`src/rtl/fetch_pkg.sv`:
```
// Shared types and defaults for the instruction fetch unit.
package fetch_pkg;

  localparam int WIDTH_DEFAULT = 32;

  typedef enum logic [1:0] {
    REQ,
    WAIT,
    DROP
  } fetch_state_t;

endpackage

```
`src/rtl/fetch_fifo.sv`:
```
// Small instruction buffer holding fetched words with their fetch addresses.
module fetch_fifo #(
  parameter int WIDTH = 32,
  parameter int DEPTH = 2,
  localparam int PW = (DEPTH > 1) ? $clog2(DEPTH) : 1,
  localparam int CW = $clog2(DEPTH + 1)
) (
  input  logic             clk,
  input  logic             rst,
  input  logic             clear,
  input  logic             push,
  input  logic [WIDTH-1:0] push_instr,
  input  logic [WIDTH-1:0] push_pc,
  input  logic             pop,
  output logic [CW-1:0]    count,
  output logic [WIDTH-1:0] head_instr,
  output logic [WIDTH-1:0] head_pc
);

  logic [WIDTH-1:0] mem_instr [DEPTH];
  logic [WIDTH-1:0] mem_pc    [DEPTH];
  logic [PW-1:0]    wr_ptr;
  logic [PW-1:0]    rd_ptr;

  function automatic logic [PW-1:0] next_ptr(input logic [PW-1:0] p);
    return (p == PW'(DEPTH - 1)) ? '0 : p + PW'(1);
  endfunction

  always_ff @(posedge clk) begin
    if (rst || clear) begin
      wr_ptr <= '0;
      rd_ptr <= '0;
      count  <= '0;
    end else begin
      if (push) wr_ptr <= next_ptr(wr_ptr);
      if (pop)  rd_ptr <= next_ptr(rd_ptr);
      case ({push, pop})
        2'b10:   count <= count + CW'(1);
        2'b01:   count <= count - CW'(1);
        default: count <= count;
      endcase
    end
  end

  // When full, a push lands on the slot being popped at the same edge.
  always_ff @(posedge clk) begin
    if (push) begin
      mem_instr[wr_ptr] <= push_instr;
      mem_pc[wr_ptr]    <= push_pc;
    end
  end

  assign head_instr = mem_instr[rd_ptr];
  assign head_pc    = mem_pc[rd_ptr];

endmodule

```
`src/rtl/instr_fetch.sv`:
```
// Instruction fetch: one outstanding memory request, flush-aware, feeding a 2-entry buffer.
module instr_fetch
  import fetch_pkg::*;
#(
  parameter int WIDTH = WIDTH_DEFAULT,
  parameter int DEPTH = 2
) (
  input  logic             clk,
  input  logic             rst,
  input  logic [WIDTH-1:0] pc,
  output logic             pc_advance,
  input  logic             flush,
  output logic             imem_req_valid,
  input  logic             imem_req_ready,
  output logic [WIDTH-1:0] imem_addr,
  input  logic             imem_rsp_valid,
  input  logic [WIDTH-1:0] imem_rsp_data,
  output logic             instr_valid,
  input  logic             instr_ready,
  output logic [WIDTH-1:0] instr,
  output logic [WIDTH-1:0] instr_pc
);

  localparam int CW = $clog2(DEPTH + 1);

  fetch_state_t     state;
  logic [WIDTH-1:0] pending_pc;
  logic [WIDTH-1:0] aligned_addr;
  logic [CW-1:0]    count;
  logic [WIDTH-1:0] head_instr;
  logic [WIDTH-1:0] head_pc;
  logic             buf_full;
  logic             req_valid;
  logic             handshake;
  logic             push;
  logic             pop;
  logic             have_instr;

  assign aligned_addr = pc & ~WIDTH'(3);
  assign buf_full     = (count == CW'(DEPTH));

  // Requests are only issued when a buffer slot is guaranteed for the response.
  assign req_valid  = !rst && (state == REQ) && !buf_full && !flush;
  assign handshake  = req_valid && imem_req_ready;
  assign push       = !rst && (state == WAIT) && imem_rsp_valid && !flush;
  assign have_instr = !rst && (count != '0);
  assign pop        = have_instr && instr_ready && !flush;

  assign imem_req_valid = req_valid;
  assign pc_advance     = handshake;
  assign imem_addr      = rst ? '0 : aligned_addr;
  assign instr_valid    = have_instr;
  assign instr          = rst ? '0 : head_instr;
  assign instr_pc       = rst ? '0 : head_pc;

  always_ff @(posedge clk) begin
    if (rst) begin
      state      <= REQ;
      pending_pc <= '0;
    end else begin
      case (state)
        REQ: begin
          if (handshake) begin
            state      <= WAIT;
            pending_pc <= aligned_addr;
          end
        end
        WAIT: begin
          if (imem_rsp_valid)  state <= REQ;
          else if (flush)      state <= DROP;
        end
        DROP: begin
          if (imem_rsp_valid)  state <= REQ;
        end
        default: state <= REQ;
      endcase
    end
  end

  fetch_fifo #(
    .WIDTH(WIDTH),
    .DEPTH(DEPTH)
  ) u_fifo (
    .clk        (clk),
    .rst        (rst),
    .clear      (flush),
    .push       (push),
    .push_instr (imem_rsp_data),
    .push_pc    (pending_pc),
    .pop        (pop),
    .count      (count),
    .head_instr (head_instr),
    .head_pc    (head_pc)
  );

endmodule

```
`config.mk`:
```
export PLATFORM = sky130hd
export DESIGN_NAME = instr_fetch
export DESIGN_NICKNAME = d
export VERILOG_FILES = /design/src/rtl/fetch_pkg.sv /design/src/rtl/fetch_fifo.sv /design/src/rtl/instr_fetch.sv
export SDC_FILE = /design/constraint.sdc
export NUM_CORES = 1
export LEC_CHECK = 0
export ABC_AREA = 1
export BUFFER_PORTS_ARGS = -buffer_cell sky130_fd_sc_hd__buf_4
export CORE_UTILIZATION = 40
export CTS_CLUSTER_DIAMETER = 120
export CTS_CLUSTER_SIZE = 16
export DETAILED_ROUTE_END_ITERATION = 10
export GPL_TIMING_DRIVEN = 0
export HOLD_SLACK_MARGIN = 0.05
export SETUP_SLACK_MARGIN = 0.5
export SYNTH_ARGS = -nofsm -noshare
export SYNTH_HDL_FRONTEND = slang
export SYNTH_HIERARCHICAL = 1
export SYNTH_SLANG_ARGS = --single-unit
export TNS_END_PERCENT = 50
```
`constraint.sdc`:
```
create_clock -name clk -period 4.6 [get_ports clk]
set_input_delay 0.23 -clock clk [delete_from_list [all_inputs] [get_ports clk]]
set_output_delay 0.23 -clock clk [all_outputs]
set_load 0.05 [all_outputs]
```
==> run_results.csv, run 1 <==
group,metric,value,unit
logic_synthesis,synthFlopType,"edfxtp_1",
floorplanning,die_y,137,µm
sta,rsz0062_at_grt,"false",
floorplanning,die_area,18700,µm²
pwr,power_density,340,nW/µm²
global_route,antenna_found_initial,0,
route,wl_per_cell,13.6,µm
clock_tree,clock_latency,420,ps
sta,max_slew_margin,36.8,%
final_layout,antenna_cells,0,
route,drt-initial-drc-count,204,
floorplanning,start_util,41.4,%
route,vias_per_cell,4.49,
logic_synthesis,synth.area.top_cells,"edfxtp_1, mux2_4, dfxtp_1",
floorplanning,core_area,17500,µm²
logic_synthesis,yosysTopAreaCell,"edfxtp_1",
worst_setup_path,slowest_stage,"nor2_4",
sta,worstMarginPinSlew,948,ps
clock_tree,cts_hold_buf,32,
floorplanning,die_width,137,µm
route,drc,0,
sta,fin_crit,2180,ps
global_route,grt_pass1_vias,4757,
sta,whs,75.5,ps
sta,finalHoldViolCount,0,
worst_setup_path,crit_required,4720,ps
min_path,hold_path.class,"in -> reg",
logic_synthesis,synth_seq_cells,165,
logic_synthesis,synth_cell_types,25,
final_layout,fin_util,55.6,%
sta,fmax,0.458,GHz
clock_tree,cts-htree-levels,4,
floorplanning,io_pins,169,
final_layout,stdcell_count,1081,
sta,post-route-period-util,47.5,%
sta,fin_skew,7.18,ps
global_route,grt_max_degree,66,
global_route,grt_overflow,0,
logic_synthesis,ys_seq_area_share,63.1,%
place,placement.io_buffers,164,
clock_tree,cts_root_buffer,"clkbuf_16",
worst_setup_path,cpPeakStageDelay,720,ps
final_layout,post-route-cell-area,9750,µm²
final_layout,synthToLayoutAreaGrowth,34.2,%
route,postRouteAntennaNets,0,
clock_tree,cts_buffers,17,
worst_setup_path,cp_cell_sequence,"inv_1, nand3_1, nor3_1, inv_1, nor2_4, buf_16",
logic_synthesis,avgSynthCellArea,11.7,µm²
worst_setup_path,crit_fanout,25,
floorplanning,num_rows,48,
place,dp_hpwl,10100,µm
global_route,grt_pass1_wl,22800,µm
outcome,status,"finished, final reports clean",
worst_setup_path,cp.arrival,2300,ps
worst_setup_path,setup.worst_path.end_class,"flop",
global_route,grtUsageTotal,16.4,%
flow_run,maxCapViolCount,0,
clock_tree,cts_resized,0,
pwr,p_leak,0.00430,µW
worst_setup_path,critical_path.most_common_cell,"inv_1",
clock_tree,numClockSinks,165,
place,placedCellCount,1018,
logic_synthesis,syn_inst,622,
pwr,vdd_drop_max,0.254,mV
final_layout,final_nets,915,
clock_tree,path_clk_slew,60,ps
final_layout,drive_above_1_share,32.8,%
place,gp_congestion,0.785,
worst_setup_path,start_kind,"flop",
logic_synthesis,syn_area,7270,µm²
sta,maxSlewViolCount,0,
logic_synthesis,yosys.cell_count.top_type,"nor2_1",
clock_tree,cts_tree,"done",
worst_setup_path,criticalPathCategory,"reg -> reg",
route,drt_pass1_iterations,4,
logic_synthesis,synth_top_area_share,52.9,%
logic_synthesis,ys_warn_count,6,
clock_tree,clk_path_buf_depth,2,
clock_tree,post-cts-setup-buffers,0,
sta,finalSetupViolCount,0,
route,wirelength,14800,µm
route,vias,4851,
logic_synthesis,synth-async-reset-ratio,0,%
logic_synthesis,synth_common_cells,"nor2_1, edfxtp_1, inv_1, mux2_4, nand2_1",
logic_synthesis,synth_edf_count,128,
place,postPlaceCellArea,8860,µm²
[layout make-up]
class / count / area (µm²)
buffer: 32 / 270
clock buffer: 23 / 468
clock inverter: 8 / 101
fill: 1540 / 7780
inverter: 105 / 397
multi-input combinational: 325 / 2040
sequential: 165 / 4580
tap: 225 / 282
timing repair buffer: 198 / 1610
[state kept, by name, summed over array words and instances, names as in the netlist, named ones only]
signal / flops
u_fifo/mem_pc: 64
pending_pc: 30
u_fifo/wr_ptr: 1
u_fifo/count: 2
u_fifo/rd_ptr: 1
state: 2
u_fifo/mem_instr: 64
[path summary, 6_finish.rpt]
kind,slack (ps),startpoint,endpoint,cells after the start
worst max-delay path,2420,state[1],u_fifo/mem_instr[0][9],6
worst min-delay path,80,rst,u_fifo/count[1],4
worst max register to register,2420,state[1],u_fifo/mem_instr[0][9],6
worst min register to register,450,pending_pc[12],u_fifo/mem_pc[1][12],0
[metal layers]
metal  track usage (%)  share of wire (%)  vias up
met2              29.2                 50      145
met5                 0                  0        -
met1              19.1                 43     2251
met4              6.04                1.4        0
li1                  -                  -     2435
met3              3.78                5.6       20
[layout by cell type (no fill, tap or decap)]
master	n
nor2_1	168
clkbuf_8	2
dfxtp_1	37
buf_12	6
inv_4	1
inv_1	104
nor3_4	1
buf_16	2
clkinvlp_4	3
nand4_1	2
clkbuf_1	12
mux2_2	4
nor2_8	1
nor2_4	2
bufinv_16	2
nor3_1	2
nand2_4	1
buf_1	7
dlygate4sd3_1	32
clkinv_2	2
a21oi_1	3
clkbuf_16	17
buf_6	5
buf_2	3
ha_1	1
nand2_1	40
mux2_4	60
conb_1	6
clkinv_4	1
edfxtp_1	128
nand3_1	32
xnor2_1	1
nor2_2	1
buf_4	167
[cell families (layout without fill, tap and decap cells)]
family / Yosys count / in the layout / synth area share [%]
AND/OR/NAND/NOR: 250 / 250 / 14.2
flip-flops: 165 / 165 / 63.1
buffers and inverters: 137 / 366 / 9.14
multiplexers: 64 / 64 / 13.0
AO/OA/AOI/OAI: 3 / 3 / 0.207
adder cells (fa/ha/maj): 1 / 1 / 0.172
other: 1 / 6 / 0.0516
XOR/XNOR: 1 / 1 / 0.121
[critical path: cells and delay by family (launching register included)]
family	cells	cell delay (ps)
AND/OR/NAND/NOR	3	1050
buffers and inverters	3	500
flip-flops	1	310
[per-stage QoR]
step / worst slack, ps / power [µW] / TNS (ps)
final: 2420 / 3310 / 0
after global placement: -1550 / 1960 / -99160
after detailed placement: 2020 / 1970 / 0
after floorplan: 542 / 1850 / 0
after global routing: 2240 / 3430 / 0
after CTS: 2360 / 3350 / 0
[power breakdown]
part,switching (µW),internal (µW)
sequential,10.6,1620
clock,533,823
combinational,204,124
total,748,2570
(Power assumes the default switching activity.)
==> run 2: changes to the inputs <==
- clock period: 4.6 -> 1.95 ns (I/O delays scaled with it)
==> run_results.csv, run 2 (synthesized netlist as in run 1, its figures left out) <==
group,metric,value,unit
outcome,status,"finished, final reports clean",
final_layout,top_regs,"u_fifo/mem_instr (64), u_fifo/mem_pc (64), pending_pc (30)",
sta,maxSlewViolCount,0,
final_layout,antenna_cells,0,
floorplanning,core_area,17500,µm²
global_route,grt_pass1_vias,5146,
floorplanning,die_area,18700,µm²
pwr,comb_power_share,11.1,%
global_route,grtUsageTotal,18.1,%
worst_setup_path,cp_cell_sequence,"buf_12, clkbuf_16, mux2_4, inv_4, nor2_4, buf_8",
worst_setup_path,cp.arrival,1720,ps
pwr,switchingPower,1890,µW
flow_run,maxCapViolCount,0,
place,postPlaceCellArea,8900,µm²
route,vias,5233,
final_layout,synthToLayoutAreaGrowth,55.0,%
clock_tree,path_clk_slew,60,ps
sta,fin_setup_tns,0,ps
pwr,p_leak,0.00481,µW
global_route,grt_pass1_wl,25300,µm
sta,fmax,0.549,GHz
clock_tree,clock_latency,420,ps
worst_setup_path,criticalPathCategory,"reg -> out",
sta,timing.final.ws_setup,128,ps
route,postRouteAntennaNets,0,
sta,fin_crit,1820,ps
worst_setup_path,start_kind,"flop",
place,dp_slack,-207,ps
route,drc,0,
route,drt-initial-drc-count,217,
clock_tree,clk_path_buf_depth,2,
sta,max_slew_margin,53.1,%
worst_setup_path,r2r_setup_slack,240,ps
floorplanning,num_rows,48,
route,wirelength,17300,µm
floorplanning,start_util,41.4,%
clock_tree,cts_tree,"done",
min_path,hold_path.class,"in -> reg",
floorplanning,die_y,137,µm
global_route,grt_overflow,0,
worst_setup_path,critPathBufInv,4,
sta,finalSetupViolCount,0,
floorplanning,io_pins,169,
worst_setup_path,setup.worst_path.end_class,"output pin",
sta,worstMarginPinSlew,704,ps
worst_setup_path,crit_required,1850,ps
final_layout,mostFrequentLayoutCell,"edfxtp_1",
clock_tree,numClockSinks,165,
pwr,pwr-share-clk,41.6,%
clock_tree,cts_root_buffer,"clkbuf_16",
worst_setup_path,crit_fanout,6,
final_layout,final_cell_mix,"edfxtp_1, nor2_1, buf_4, buf_6",
global_route,antenna_found_initial,0,
route,vias_per_cell,4.52,
place,placement.io_buffers,164,
sta,whs,65.8,ps
final_layout,post-route-cell-area,11300,µm²
sta,finalHoldViolCount,0,
place,gp_congestion,0.756,
route,wl_per_cell,14.9,µm
pwr,p_int,6240,µW
final_layout,stdcell_count,1157,
clock_tree,cts-htree-levels,4,
sta,rsz0062_at_grt,"true",
global_route,grt_max_degree,22,
place,dp_hpwl,10100,µm
pwr,power_density,721,nW/µm²
final_layout,final_nets,990,
worst_setup_path,cp_top_family,"buffers and inverters",
pwr,vdd_drop_max,0.617,mV
worst_setup_path,slowest_stage,"dfxtp_4",
final_layout,drive_above_1_share,47.3,%
sta,post-route-period-util,93.4,%
pwr,power_switching_share,23.2,%
clock_tree,cts_buffers,17,
sta,fin_skew,10.7,ps
worst_setup_path,cpPeakStageDelay,400,ps
route,drt_pass1_iterations,4,
floorplanning,die_width,137,µm
pwr,seqPwrFrac,47.3,%
place,placedCellCount,1019,
run 2: cell count changes in the layout (fill, tap and decap cells not counted), sizes merged:
cell,previous run,this run
buf,190,221
clkbuf,31,41
clkinv,3,4
dlygate4sd3,32,64
inv,105,107
run 2: power groups by stage:
stage               registers (µW)  clock network, µW  logic [µW]
CTS                           3840               3430         847
floorplan                     3910                  0         446
finish                        3840               3380         904
global route                  3850               3610         965
global placement              3920                  0         720
detailed placement            3920                  0         731
run 2: worst reg2reg max path, cell delays in order, from the launching register on:
cell,delay [ps]
dfxtp_2,340
inv_2,80
nand3_4,60
nor3_4,140
buf_4,140
buf_6,110
nand2_8,60
clkinvlp_4,160
buf_6,160
clkbuf_16,160
run 2: what timing repair did:
item | 4_1_cts | 5_1_grt
setup buffers | 14 | 10
hold buffers | 64 | 0
cloned | 6 | 12
pin swaps | 2 | 7
resized for setup | 32 | 176
setup endpoints to repair | 196 | 199
endpoints found under the hold margin | 97 | 0
run 2: cell type report:
class                   count  area, µm²
repair inverters            1       7.51
fillers                  1337       6270
multi-input cells         325       2220
well taps                 225        282
clock inverters            10        119
flip-flops and latches    165       4600
repair buffers            272       2860
clock buffers              22        485
plain buffers              32        289
inverters                 105        400
run 2: worst paths after layout:
| path | cells after the start | end | startpoint |
|---|---|---|---|
| setup / recovery | 6 | instr_pc[6] | flop |
| setup reg to reg | 9 | u_fifo/mem_instr[1][7] | state[1] |
| hold reg to reg | 0 | u_fifo/mem_pc[0][27] | pending_pc[27] |
| hold / removal | 5 | pending_pc[22] | pc[22] |
run 2: metrics by stage:
step	power, µW	util (%)
finish	8120	64.2
global route	8420	64.2
CTS	8120	60.1
detailed placement	4650	50.8
global placement	4640	50.4
floorplan	4360	-
run 2: layer usage:
layer / up-vias / global-route usage (%) / share of wire (%)
met5: - / 0 / 0
met3: 24 / 3.59 / 4.6
li1: 2583 / - / -
met4: 0 / 7.02 / 1.6
met1: 2468 / 22.4 / 44
met2: 158 / 31.0 / 50
==> run 3: changes to the inputs <==
- ABC_AREA: 1 -> not set
- PLACE_DENSITY: not set -> 0.65
==> run_results.csv, run 3 <==
group,metric,value,unit
global_route,grt_util_met3,3.77,%
flow_run,maxCapViolCount,0,
global_route,grt_pass1_wl,23300,µm
floorplanning,num_rows,47,
worst_setup_path,setup.worst_path.end_class,"output pin",
sta,fin_crit,1850,ps
route,drt-initial-drc-count,170,
clock_tree,cts_buffers,17,
pwr,vdd_drop_max,0.575,mV
place,postPlaceCellArea,8540,µm²
final_layout,final_cell_mix,"edfxtp_1, buf_4, nor2b_1, buf_6, mux2_2",
place,placement.io_buffers,164,
worst_setup_path,cpPeakStageDelay,350,ps
logic_synthesis,yosys.cell_count.top_type,"edfxtp_1",
logic_synthesis,syn_inst,440,
floorplanning,die_y,134,µm
logic_synthesis,synth_seq_cells,165,
outcome,status,"finished, final reports clean",
global_route,grt.busiest_layer,"met2",
logic_synthesis,yosysTopAreaCell,"edfxtp_1",
final_layout,synthToLayoutAreaGrowth,50.4,%
worst_setup_path,start_kind,"flop",
final_layout,mostFrequentLayoutCell,"edfxtp_1",
worst_setup_path,crit_required,1850,ps
worst_setup_path,slowest_stage,"dfxtp_2",
route,vias_per_cell,4.58,
sta,max_slew_margin,49.2,%
global_route,grtUsageTotal,17.6,%
sta,finalSetupViolCount,0,
logic_synthesis,syn_area,6930,µm²
sta,fmax,0.540,GHz
logic_synthesis,ys_warn_count,6,
worst_setup_path,critPathBufInv,3,
final_layout,antenna_cells,0,
logic_synthesis,synth_cell_types,29,
worst_setup_path,cp_top_family,"buffers and inverters",
global_route,grtUsageMet2,31.9,%
sta,maxSlewViolCount,0,
clock_tree,numClockSinks,165,
logic_synthesis,synth-async-reset-ratio,0,%
floorplanning,start_util,41.3,%
route,drc,0,
global_route,grt_pass1_vias,4447,
route,wl_per_cell,16.8,µm
logic_synthesis,ys_seq_area_share,66.2,%
place,placedCellCount,832,
final_layout,drive_above_1_share,50.8,%
floorplanning,die_width,134,µm
global_route,antenna_found_initial,0,
final_layout,stdcell_count,933,
floorplanning,core_area,16800,µm²
sta,post-route-period-util,95.0,%
global_route,met1_usage,20.3,%
sta,finalHoldViolCount,0,
worst_setup_path,criticalPathCategory,"reg -> out",
route,vias,4273,
sta,fin_skew,8.75,ps
route,wirelength,15700,µm
clock_tree,clk_path_buf_depth,2,
worst_setup_path,critical_path.most_common_cell,"buf_12",
sta,worstMarginPinSlew,762,ps
route,postRouteAntennaNets,0,
worst_setup_path,cp_cell_sequence,"buf_12, buf_12, mux2_2, nor2b_1, buf_6",
clock_tree,cts_root_buffer,"clkbuf_16",
final_layout,final_nets,771,
worst_setup_path,crit_fanout,10,
global_route,grt_max_degree,54,
pwr,p_leak,0.00401,µW
place,gp_congestion,0.738,
sta,rsz0062_at_grt,"true",
logic_synthesis,synth.area.top_cells,"edfxtp_1, mux2_2, dfxtp_1",
final_layout,fill_cells,1282,
logic_synthesis,synth_top_area_share,55.5,%
route,drt_pass1_iterations,4,
clock_tree,path_clk_slew,60,ps
logic_synthesis,synthFlopType,"edfxtp_1",
clock_tree,clock_latency,420,ps
clock_tree,cts_tree,"done",
place,dp_hpwl,9540,µm
logic_synthesis,synth_edf_count,128,
global_route,grt_overflow,0,
final_layout,top_regs,"u_fifo/mem_instr (64), u_fifo/mem_pc (64), pending_pc (30)",
min_path,hold_path.class,"in -> reg",
logic_synthesis,avgSynthCellArea,15.7,µm²
logic_synthesis,synth_common_cells,"edfxtp_1, nor2b_1, mux2_2, dfxtp_1, mux2_4",
pwr,finalPower,7730,µW
worst_setup_path,cp.arrival,1750,ps
floorplanning,die_area,17900,µm²
final_layout,post-route-cell-area,10400,µm²
floorplanning,io_pins,169,
clock_tree,cts-htree-levels,4,
sta,fin_setup_tns,0,ps
pwr,power_density,741,nW/µm²
run 3: worst paths after layout:
check | from | end | slack [ps] | depth (start not counted)
worst max register to register | state[1] | u_fifo/count[1] | 290 | 7
worst min-delay path | flush | state[1] | 80 | 4
worst min register to register | pending_pc[15] | u_fifo/mem_pc[1][15] | 450 | 0
worst max-delay path | flop | instr[29] | 100 | 5
run 3: logic make-up (layout without fill, tap and decap cells):
group                      after synthesis  after routing  share of synthesized area, %
AOI/OAI and AO/OA                        3              3                         0.289
xor gates and xnor gates                 4              4                         0.506
adders and majority gates                1              1                         0.181
buffers and inverters                   28            296                          2.28
DFF                                    165            165                          66.2
muxes                                   95             95                          17.0
other                                    1              6                        0.0541
and+or+nand+nor                        143            143                          13.5
run 3: final cells by class:
type | count | area, µm² | share of cell area, %
well taps | 220 | 275 | 2.64
repair buffers | 236 | 2470 | 23.7
plain buffers | 26 | 264 | 2.53
clock inverters | 14 | 105 | 1.01
clock buffers | 18 | 429 | 4.12
multi-input cells | 252 | 2270 | 21.8
flip-flops and latches | 165 | 4590 | 44.0
inverters | 2 | 12.5 | 0.120
run 3: what timing repair did:
item | CTS | global route
hold endpoints to repair | 71 | 0
resized for setup | 106 | 21
cloned | 6 | 7
setup buffers | 16 | 5
pin swaps | 6 | 0
hold buffers | 35 | 0
setup endpoints to repair | 214 | 216
run 3: worst min-delay path: cells and delay by family:
kind | cells | cell delay [ps]
buf+inv | 1 | 130
mux | 1 | 130
simple gates | 2 | 90
run 3: power by group:
| part | internal [µW] | switching [µW] |
|---|---|---|
| Clock | 1640 | 1350 |
| Sequential | 3810 | 17.6 |
| Combinational | 389 | 524 |
run 3: per-stage QoR:
stage / setup slack [ps] / hold WS [ps] / util [%]
final: 98.1 / 75.6 / 62.2
after global routing: 18.6 / 92.8 / 62.2
after CTS: 86.5 / 56.0 / 60.4
after detailed placement: -370 / 281 / 50.9
after global placement: -835 / 273 / 50.5
after floorplan: -199 / 166 / -
run 3: metal layers:
layer	up-vias	share of wire (%)
li1	2074	-
met1	2069	42
met2	114	53
met3	16	3.8
met4	0	1.0
met5	-	0
